`src/rtl/ccff_chain_loader_pkg.sv`:
```
//==============================================================================
// Module   : ccff_chain_loader_pkg
// Brief    : Shared types and constants for the configuration-chain loader.
//            Optional feature macro: CCFF_CHAIN_LOADER_CRC_EN (CRC-8 trailer).
// Revision : 1.0 - initial release
//==============================================================================
`timescale 1ns/1ps
`default_nettype none

package ccff_chain_loader_pkg;

    // Loader FSM states; CHECK is only reachable when the CRC trailer is built in
    typedef enum logic [1:0] {
        IDLE  = 2'd0,
        LOAD  = 2'd1,
        CHECK = 2'd2,
        DONE  = 2'd3
    } state_t;

    localparam logic [7:0] CRC8_POLY = 8'h07;
    localparam logic [7:0] CRC8_INIT = 8'h00;

    // One MSB-first CRC-8 step: feed one serial bit into the running remainder
    function automatic logic [7:0] crc8_step(input logic [7:0] crc, input logic b);
        logic fb;
        fb = crc[7] ^ b;
        return {crc[6:0], 1'b0} ^ (fb ? CRC8_POLY : 8'h00);
    endfunction

endpackage

`default_nettype wire

```
`src/rtl/ccff_crc8_serial.sv`:
```
//==============================================================================
// Module   : ccff_crc8_serial
// Brief    : Bit-serial CRC-8 (poly 0x07, init 0x00, no reflection, no final
//            XOR). Only instantiated when CCFF_CHAIN_LOADER_CRC_EN is defined.
// Revision : 1.0 - initial release
//==============================================================================
`timescale 1ns/1ps
`default_nettype none

module ccff_crc8_serial
    import ccff_chain_loader_pkg::*;
(
    input  logic       clk,
    input  logic       reset,
    input  logic       clear,
    input  logic       bit_en,
    input  logic       bit_in,
    output logic [7:0] crc
);

    logic [7:0] crc_q;
    logic [7:0] crc_d;

    // Next remainder: clear wins over an update so a new load starts clean
    always_comb begin
        crc_d = crc_q;
        if (clear) begin
            crc_d = CRC8_INIT;
        end else if (bit_en) begin
            crc_d = crc8_step(crc_q, bit_in);
        end
    end

    // Remainder register
    always_ff @(posedge clk or posedge reset) begin
        if (reset) begin
            crc_q <= CRC8_INIT;
        end else begin
            crc_q <= crc_d;
        end
    end

    assign crc = crc_q;

endmodule

`default_nettype wire

```
`src/rtl/ccff_chain_loader.sv`:
```
//==============================================================================
// Module   : ccff_chain_loader
// Brief    : Serializes bitstream words MSB-first onto the configuration chain
//            head, gating the chain via ccff_shift_en, for exactly CHAIN_LEN
//            bits. Optional feature macro: CCFF_CHAIN_LOADER_CRC_EN adds a
//            CRC-8 trailer check (CHECK state, crc_err output).
// Revision : 1.0 - initial release
//==============================================================================
`timescale 1ns/1ps
`default_nettype none

module ccff_chain_loader
    import ccff_chain_loader_pkg::*;
#(
    parameter int CHAIN_LEN = 8,
    parameter int DATA_W    = 8
) (
    input  logic              prog_clk,
    input  logic              prog_reset_n,
    input  logic              start,
    input  logic [DATA_W-1:0] in_data,
    input  logic              in_valid,
    output logic              in_ready,
    output logic              ccff_head,
    output logic              ccff_shift_en,
    output logic              busy,
    output logic              done,
    output logic              crc_err
);

    // Bit counter must be able to hold CHAIN_LEN itself (saturation value)
    localparam int CNT_W = $clog2(CHAIN_LEN + 1);
    // Count of bits still waiting in the word register (max DATA_W-1)
    localparam int REM_W = $clog2(DATA_W + 1);

    state_t              state_q,    state_d;
    logic [CNT_W-1:0]    cnt_q,      cnt_d;      // bits presented so far
    logic [REM_W-1:0]    rem_q,      rem_d;      // bits left in word register
    logic [DATA_W-1:0]   sreg_q,     sreg_d;     // pending bits, MSB next
    logic                head_q,     head_d;
    logic                shift_en_q, shift_en_d;
    logic [CNT_W-1:0]    bits_left;
    logic                ready_w;

`ifdef CCFF_CHAIN_LOADER_CRC_EN
    logic                crc_err_q,  crc_err_d;
    logic                crc_clear;
    logic [7:0]          crc_value;
    logic [7:0]          trailer;
`endif

    // Next-state, datapath and handshake decode
    always_comb begin
        state_d    = state_q;
        cnt_d      = cnt_q;
        rem_d      = rem_q;
        sreg_d     = sreg_q;
        head_d     = head_q;
        shift_en_d = shift_en_q;
        ready_w    = 1'b0;
        bits_left  = CNT_W'(CHAIN_LEN) - cnt_q;
`ifdef CCFF_CHAIN_LOADER_CRC_EN
        crc_err_d  = crc_err_q;
        crc_clear  = 1'b0;
        trailer    = 8'(in_data);
`endif
        case (state_q)
            IDLE, DONE: begin
                if (start) begin
                    state_d    = LOAD;
                    cnt_d      = '0;
                    rem_d      = '0;
                    sreg_d     = '0;
                    shift_en_d = 1'b0;
`ifdef CCFF_CHAIN_LOADER_CRC_EN
                    crc_err_d  = 1'b0;
                    crc_clear  = 1'b1;
`endif
                end
            end
            LOAD: begin
                // Ask for the next word while its predecessor's last bit is on
                // the head, so the following MSB lands on the very next cycle
                ready_w = (rem_q == '0) && (cnt_q < CNT_W'(CHAIN_LEN));
                if (cnt_q == CNT_W'(CHAIN_LEN)) begin
                    shift_en_d = 1'b0;
`ifdef CCFF_CHAIN_LOADER_CRC_EN
                    state_d    = CHECK;
`else
                    state_d    = DONE;
`endif
                end else if (rem_q != '0) begin
                    head_d     = sreg_q[DATA_W-1];
                    sreg_d     = sreg_q << 1;
                    rem_d      = rem_q - 1'b1;
                    shift_en_d = 1'b1;
                    cnt_d      = cnt_q + 1'b1;
                end else if (in_valid) begin
                    head_d     = in_data[DATA_W-1];
                    sreg_d     = in_data << 1;
                    // A short final word keeps only the bits the chain still needs
                    if (32'(bits_left) >= DATA_W) begin
                        rem_d = REM_W'(DATA_W - 1);
                    end else begin
                        rem_d = REM_W'(bits_left - 1'b1);
                    end
                    shift_en_d = 1'b1;
                    cnt_d      = cnt_q + 1'b1;
                end else begin
                    // Starved: freeze the chain, keep the head stable
                    shift_en_d = 1'b0;
                end
            end
`ifdef CCFF_CHAIN_LOADER_CRC_EN
            CHECK: begin
                ready_w = 1'b1;
                if (in_valid) begin
                    crc_err_d = (trailer != crc_value);
                    state_d   = DONE;
                end
            end
`endif
            default: begin
                state_d = IDLE;
            end
        endcase
    end

    // State and datapath registers; reset aborts any load in progress
    always_ff @(posedge prog_clk or negedge prog_reset_n) begin
        if (!prog_reset_n) begin
            state_q    <= IDLE;
            cnt_q      <= '0;
            rem_q      <= '0;
            sreg_q     <= '0;
            head_q     <= 1'b0;
            shift_en_q <= 1'b0;
        end else begin
            state_q    <= state_d;
            cnt_q      <= cnt_d;
            rem_q      <= rem_d;
            sreg_q     <= sreg_d;
            head_q     <= head_d;
            shift_en_q <= shift_en_d;
        end
    end

`ifdef CCFF_CHAIN_LOADER_CRC_EN
    // Sticky trailer-check result, cleared by the next start
    always_ff @(posedge prog_clk or negedge prog_reset_n) begin
        if (!prog_reset_n) begin
            crc_err_q <= 1'b0;
        end else begin
            crc_err_q <= crc_err_d;
        end
    end

    // CRC tracks exactly the bits the chain captures
    ccff_crc8_serial u_crc (
        .clk    (prog_clk),
        .reset  (~prog_reset_n),
        .clear  (crc_clear),
        .bit_en (shift_en_q),
        .bit_in (head_q),
        .crc    (crc_value)
    );

    assign crc_err = crc_err_q;
`else
    assign crc_err = 1'b0;
`endif

    assign in_ready      = ready_w;
    assign ccff_head     = head_q;
    assign ccff_shift_en = shift_en_q;
    assign busy          = (state_q == LOAD) || (state_q == CHECK);
    assign done          = (state_q == DONE);

endmodule

`default_nettype wire
```
`config.mk`:
```
export PLATFORM = sky130hd
export DESIGN_NAME = ccff_chain_loader
export DESIGN_NICKNAME = d
export VERILOG_FILES = /design/src/rtl/ccff_chain_loader_pkg.sv /design/src/rtl/ccff_crc8_serial.sv /design/src/rtl/ccff_chain_loader.sv
export SDC_FILE = /design/constraint.sdc
export NUM_CORES = 1
export LEC_CHECK = 0
export CORE_ASPECT_RATIO = 1.5
export CORE_MARGIN = 2
export CORE_UTILIZATION = 44
export CTS_CLUSTER_SIZE = 25
export DETAILED_ROUTE_END_ITERATION = 7
export PLACE_DENSITY_LB_ADDON = 0.2
export SYNTH_ARGS = -nofsm -noshare
export SYNTH_HDL_FRONTEND = slang
export SYNTH_SLANG_ARGS = --single-unit
```
`constraint.sdc`:
```
create_clock -name prog_clk -period 2.2 [get_ports prog_clk]
set_input_delay 0.33 -clock prog_clk [delete_from_list [all_inputs] [get_ports prog_clk]]
set_output_delay 0.33 -clock prog_clk [all_outputs]
set_load 0.01 [all_outputs]
```
---- Yosys cells after proc, flatten, opt, wreduce, memory -nomap -nowiden ----
Cells that the tools add are included.
word-level totals
  register bits ........................... 20
  input port bits ......................... 12
  output and inout bits ................... 6
  logic and storage cells ................. 59
operators by class
  $add $sub $neg .......................... 4
  magnitude comparators ................... 2
  eq/ne operators ......................... 8
  muxes and demuxes ....................... 26
  bitwise operators ....................... 1
  reduce and logical (&&, ||, !) cells .... 12
operators by type and width
  cell                                                                    number
  4-bit two-way mux                                                       8
  8-bit two-way mux                                                       4
  4-bit one-hot mux with 2 select lines                                   2
  8-bit one-hot mux with 2 select lines                                   1
  4-bit by 1-bit subtractor with 4-bit output (second input constant)     2
  1-bit two-way mux                                                       7
  2-bit inequality test (second input constant)                           3
  4-bit by 1-bit adder with 4-bit output (second input constant)          1
  2-bit equality test (second input constant)                             2
  4-bit equality test (second input constant)                             1
  4-bit greater-or-equal comparator (second input constant)               1
  4-bit logical NOT                                                       1
  4-bit < comparator (second input constant)                              1
  2-bit two-way mux                                                       2
  2-bit one-hot mux with 2 select lines                                   1
  2-bit AND reduction                                                     2
  4-bit AND reduction                                                     1
  2-bit nonzero test                                                      2
  4-bit nonzero test                                                      1
  4-bit subtractor (first input constant)                                 1
  3-bit inequality test (second input constant)                           1
  3-bit AND reduction                                                     1
  2-bit by 1-bit equality test with 1-bit output (second input constant)  1
  2-bit logical NOT                                                       1
  5 further kinds                                                         5

---- Logic depth before layout (Yosys ltp) ----
  depth after elaboration ................. 7
  depth in mapped cells ................... 8

---- Least setup slack after synthesis ----
No wires, ideal clock.
  path type ............................... register to output
  start ................................... reg rem_q[0]
  end ..................................... out in_ready
  data arrival time ....................... 1490 ps
  slack ................................... 380 ps
  cell stages (with the launch flop) ...... 7
  buffers on the path ..................... 1
  cell sequence ........................... dfrtp_1 > inv_1 > ha_1 > nor3b_2 > buf_2 > nand2_1 > nor2_1
between the ends
  cells in the longest elaborated chain, start to end .. 3
ends and longest elaborated chain
  item                    line                      source
  start, declared         ccff_chain_loader.sv:38   logic [REM_W-1:0] rem_q, rem_d;
  start signal, assigned  ccff_chain_loader.sv:141  rem_q <= rem_d;
  4-bit logical NOT       ccff_chain_loader.sv:84   ready_w = (rem_q == '0) && (cnt_q < CNT_W'(CHAIN_LEN));
  1-bit logical AND       ccff_chain_loader.sv:84
  1-bit two-way mux       ccff_chain_loader.sv:67   case (state_q)
  end, declared           ccff_chain_loader.sv:23   output logic in_ready,
No other way between the ends.

---- Worst setup path in the final report ----
  start ................................... reg state_q[0]
  end ..................................... out busy
between the ends
  cells in the longest elaborated chain, start to end .. 2
  elaborated cells between the ends (all ways) .. 3
ends and longest elaborated chain
  item                                                                                   line                      source
  start, declared                                                                        ccff_chain_loader.sv:36   state_t state_q, state_d;
  start signal, assigned                                                                 ccff_chain_loader.sv:139  state_q <= state_d;
  2-bit by 1-bit equality test with 1-bit output or 2-bit equality test (tied branches)  ccff_chain_loader.sv:176  assign busy = (state_q == LOAD) || (state_q == CHECK);
  1-bit logical OR *                                                                     ccff_chain_loader.sv:176
  end, declared                                                                          ccff_chain_loader.sv:26   output logic busy,
Every way passes the cells marked *; elsewhere a longest branch is shown, timed or not.

==> impl_results.md <==
- Vias in the first global route: about 960
- TritonCTS clock tree: done
- Post-route cell area: 1380 sq um
- Setup CP Type: flop to output pin
- Routed len/inst: between 10 and 15 um
- Post-synthesis instance total: 122
- # placed instances: 161
- Setup TNS: 0 ns
- Layout cell share with drive strength beyond 1: 9.86%
- Crit path max fanout: 3
- Worst-path clk slew: approximately 0.12 ns
- Drc violations: 0
- Routed Antenna Nets: 0
- PD cells: between 1000 and 1500 nW/um^2
- Vias per cell: roughly 5.7
- Most used cell, CP: inv_1
- Core ar.: about 2400 sq um
- Clock sinks: 19
- Total power: 0.00200 W
- HPWL Detailed: between 1500 and 2000 um
- Final Core Density: a little under three fifths
- H-Tree Depth: 1
- Net Sw Power: roughly 0.00085 W
- Startpoint types: flop
- Area after DPL: 1340 sq um
- Synth Warn #: 0
- Slew Viols, Final: 0
- Fin nets: about 160
- Final Cycle Share: around 93%
- Remaining Overflow, GRT: 0
- Initial antenna violation count: 0
- Lkg Pwr: around 0.61 nW
- DRT Wirelength: about 2300 um
- Final instance count without filler cells: roughly 170
- Xor and xnor area share after synthesis: less than 1%
- Worst path max stage delay: ~0.54 ns
- Clk buf depth: 2
- Die X: 45.6 um
- CP max stage cell: clkdlybuf4s50_1
- Largest net degree at the start of global routing: 20
- Fraction of the mapped netlist area in adder cells: about 6.6%
- First-pass GRT wire length: 4110 um
- Crit path depth: 4
- I/O Pins: 18
- Row count: 22
- Register area share after synthesis: roughly two fifths
- Cts bufs inserted: 3
- GRT Total Usage: 17.9%
- Max capacitance violation total: 0
- Flop pwr share: between 30% and 40%
- Synthesized flop and latch total: 19
- Syn nets: 140
- FMAX: just under 500 MHz
- Fin. Hold Viols: 0
- Ys async rst share: 100%
- Final Skew: approximately 0.013 ns
- Die height: around 66 um
- Simple-Gate Fraction of Synth Area: between 15 and 20%
- Hold Crit Class: input port to asynchronous set/reset pin
- CTS root buf: clkbuf_4
- Unrepaired setup endpoints after global routing: no
- Status: complete, no violations
- Post-CTS Hold Buffers: 0
- Post-synth EDFFs: 0
- Crit path capture type: output pin
- Primary FF master, synth: dfrtp_1
- Largest family of logic cells by synthesized area: compound AO/OA/AOI/OAI gates
- Syn Area/Cell: 9.34 sq um
- I/O Buffers: 16
- VDD IR max: roughly 0.64 mV
- # diodes: 0
- Crit path buf inv count: 3
- Final setup violation count: 0
- Internal power: between 0.001 and 0.0015 W
- Post-Syn Area: 1140 sq um
- Net Sw Frac: ~43%
- Crit path cell chain: inv_1 > ha_1 > inv_1 > clkdlybuf4s50_1
- DRT iter0 DRCs: 23
- Mux contribution to synthesized area: 7.03%
- Top Family by Delay on Critical Path: buffers and inverters
- Area fraction in compound gates after synthesis: 18.7%
- Yosys cell types: 35
- R2R cell count: 7
- Final Wtd Congestion: between 0.7 and 0.8
- Pre-antenna DRT Iters: 3
- P&R area growth vs syn: 21.0%
- Worst path arrival time: 1.73 ns
- Clk pwr share: under 10%
- Comb pwr share: around three fifths
- Starting Density: between 40% and 50%
- Min Tclk post-route: 2.06 ns
- Most common cell after layout, fill and taps aside: dfrtp_1
- Via count: around 940
- Clock Latency Late Sink: roughly 0.3 ns
- Commonest cells after routing, fill and taps aside: 19 x dfrtp_1, 17 x o21ai_0, 15 x clkdlybuf4s50_1, 13 x nand2_1, 9 x inv_1
- DIE AREA: 3020 sq um
- Worst path required time: 1.87 ns
stage by stage:
stage	hold WS, ns	setup slack [ns]
floorplan	0.0344	0.380
global placement	0.462	0.238
detailed placement	0.478	0.189
CTS	0.364	0.117
global route	0.380	0.0537
finish	0.353	0.145
cells in the mapped netlist, drive strengths merged (2+ instances only):
cell / number / area (sq um)
a22o: 3 / 26.3
nand2: 13 / 48.8
nand2b: 2 / 12.5
nand3: 2 / 10.0
a21oi: 4 / 20.0
a31oi: 2 / 12.5
nor3b: 3 / 27.5
mux2i: 8 / 80.1
dfrtp: 19 / 475
or3: 4 / 25.0
inv: 9 / 33.8
ha: 6 / 75.1
o21ai: 17 / 85.1
clkbuf: 3 / 11.3
o21a: 2 / 15.0
nor2: 6 / 22.5
buf: 4 / 28.8
cell type report:
cell class	count	area [sq um]
well taps	24	30.0
clock buffers	4	26.3
multi-input cells	87	602
repair buffers	23	211
flip-flops and latches	19	475
inverters	9	33.8
fillers	227	1070
path summary, 6_finish.rpt:
kind / startpoint / to / slack, ns
setup / recovery: state_q[0] / busy / 0.14
hold / removal: prog_reset_n / ccff_shift_en / 0.35
setup reg to reg: cnt_q[1] / rem_q[2] / 0.24
hold reg to reg: ccff_shift_en / ccff_shift_en / 0.50
max in group asynchronous: prog_reset_n / sreg_q[7] / 1.62
min in group prog_clk: ccff_shift_en / ccff_shift_en / 0.50
per-layer routing:
layer | track usage, % | part of all wire [%] | vias up
met5 | 0 | 0 | -
met4 | 3.31 | 0.96 | 0
met3 | 1.64 | 2.5 | 4
met2 | 33.1 | 54 | 14
met1 | 21.6 | 43 | 453
li1 | - | - | 467
cells by family (layout without fill, tap and decap cells):
| family | count (synthesis) | in the layout |
|---|---|---|
| flip-flops | 19 | 19 |
| adder cells (fa/ha/maj) | 6 | 6 |
| XOR/XNOR | 1 | 1 |
| other | 1 | 1 |
| buffers and inverters | 16 | 36 |
| AO/OA/AOI/OAI | 34 | 34 |
| multiplexers | 8 | 8 |
| AND/OR/NAND/NOR | 37 | 37 |
power by group through the flow:
stage	registers, W	logic, W	clock network, W
global placement	0.000651	0.00112	0
floorplan	0.000629	0.000852	0
global route	0.000679	0.00134	0.000199
CTS	0.000652	0.00118	0.000186
detailed placement	0.000661	0.00115	0
finish	0.000653	0.00117	0.000178
state kept, by name, indices dropped and copies added, names as in the netlist:
register / flops
sreg_q: 7
state_q: 2
rem_q: 4
ccff_head: 1
cnt_q: 4
ccff_shift_en: 1
what timing repair did:
action,4_1_cts,5_1_grt
setup endpoints to repair,1,0
endpoints found under the hold margin,0,0
gates resized for setup,4,0
buffers inserted,1,0
worst register-to-register path: stages, from the launching register on:
cell and delay, ns:
dfrtp_1 0.48, inv_1 0.07, ha_1 0.23, and4b_1 0.19, a211o_1 0.34, buf_4 0.20
o31ai_1 0.24, a22o_1 0.15
(Power assumes the default switching activity.)
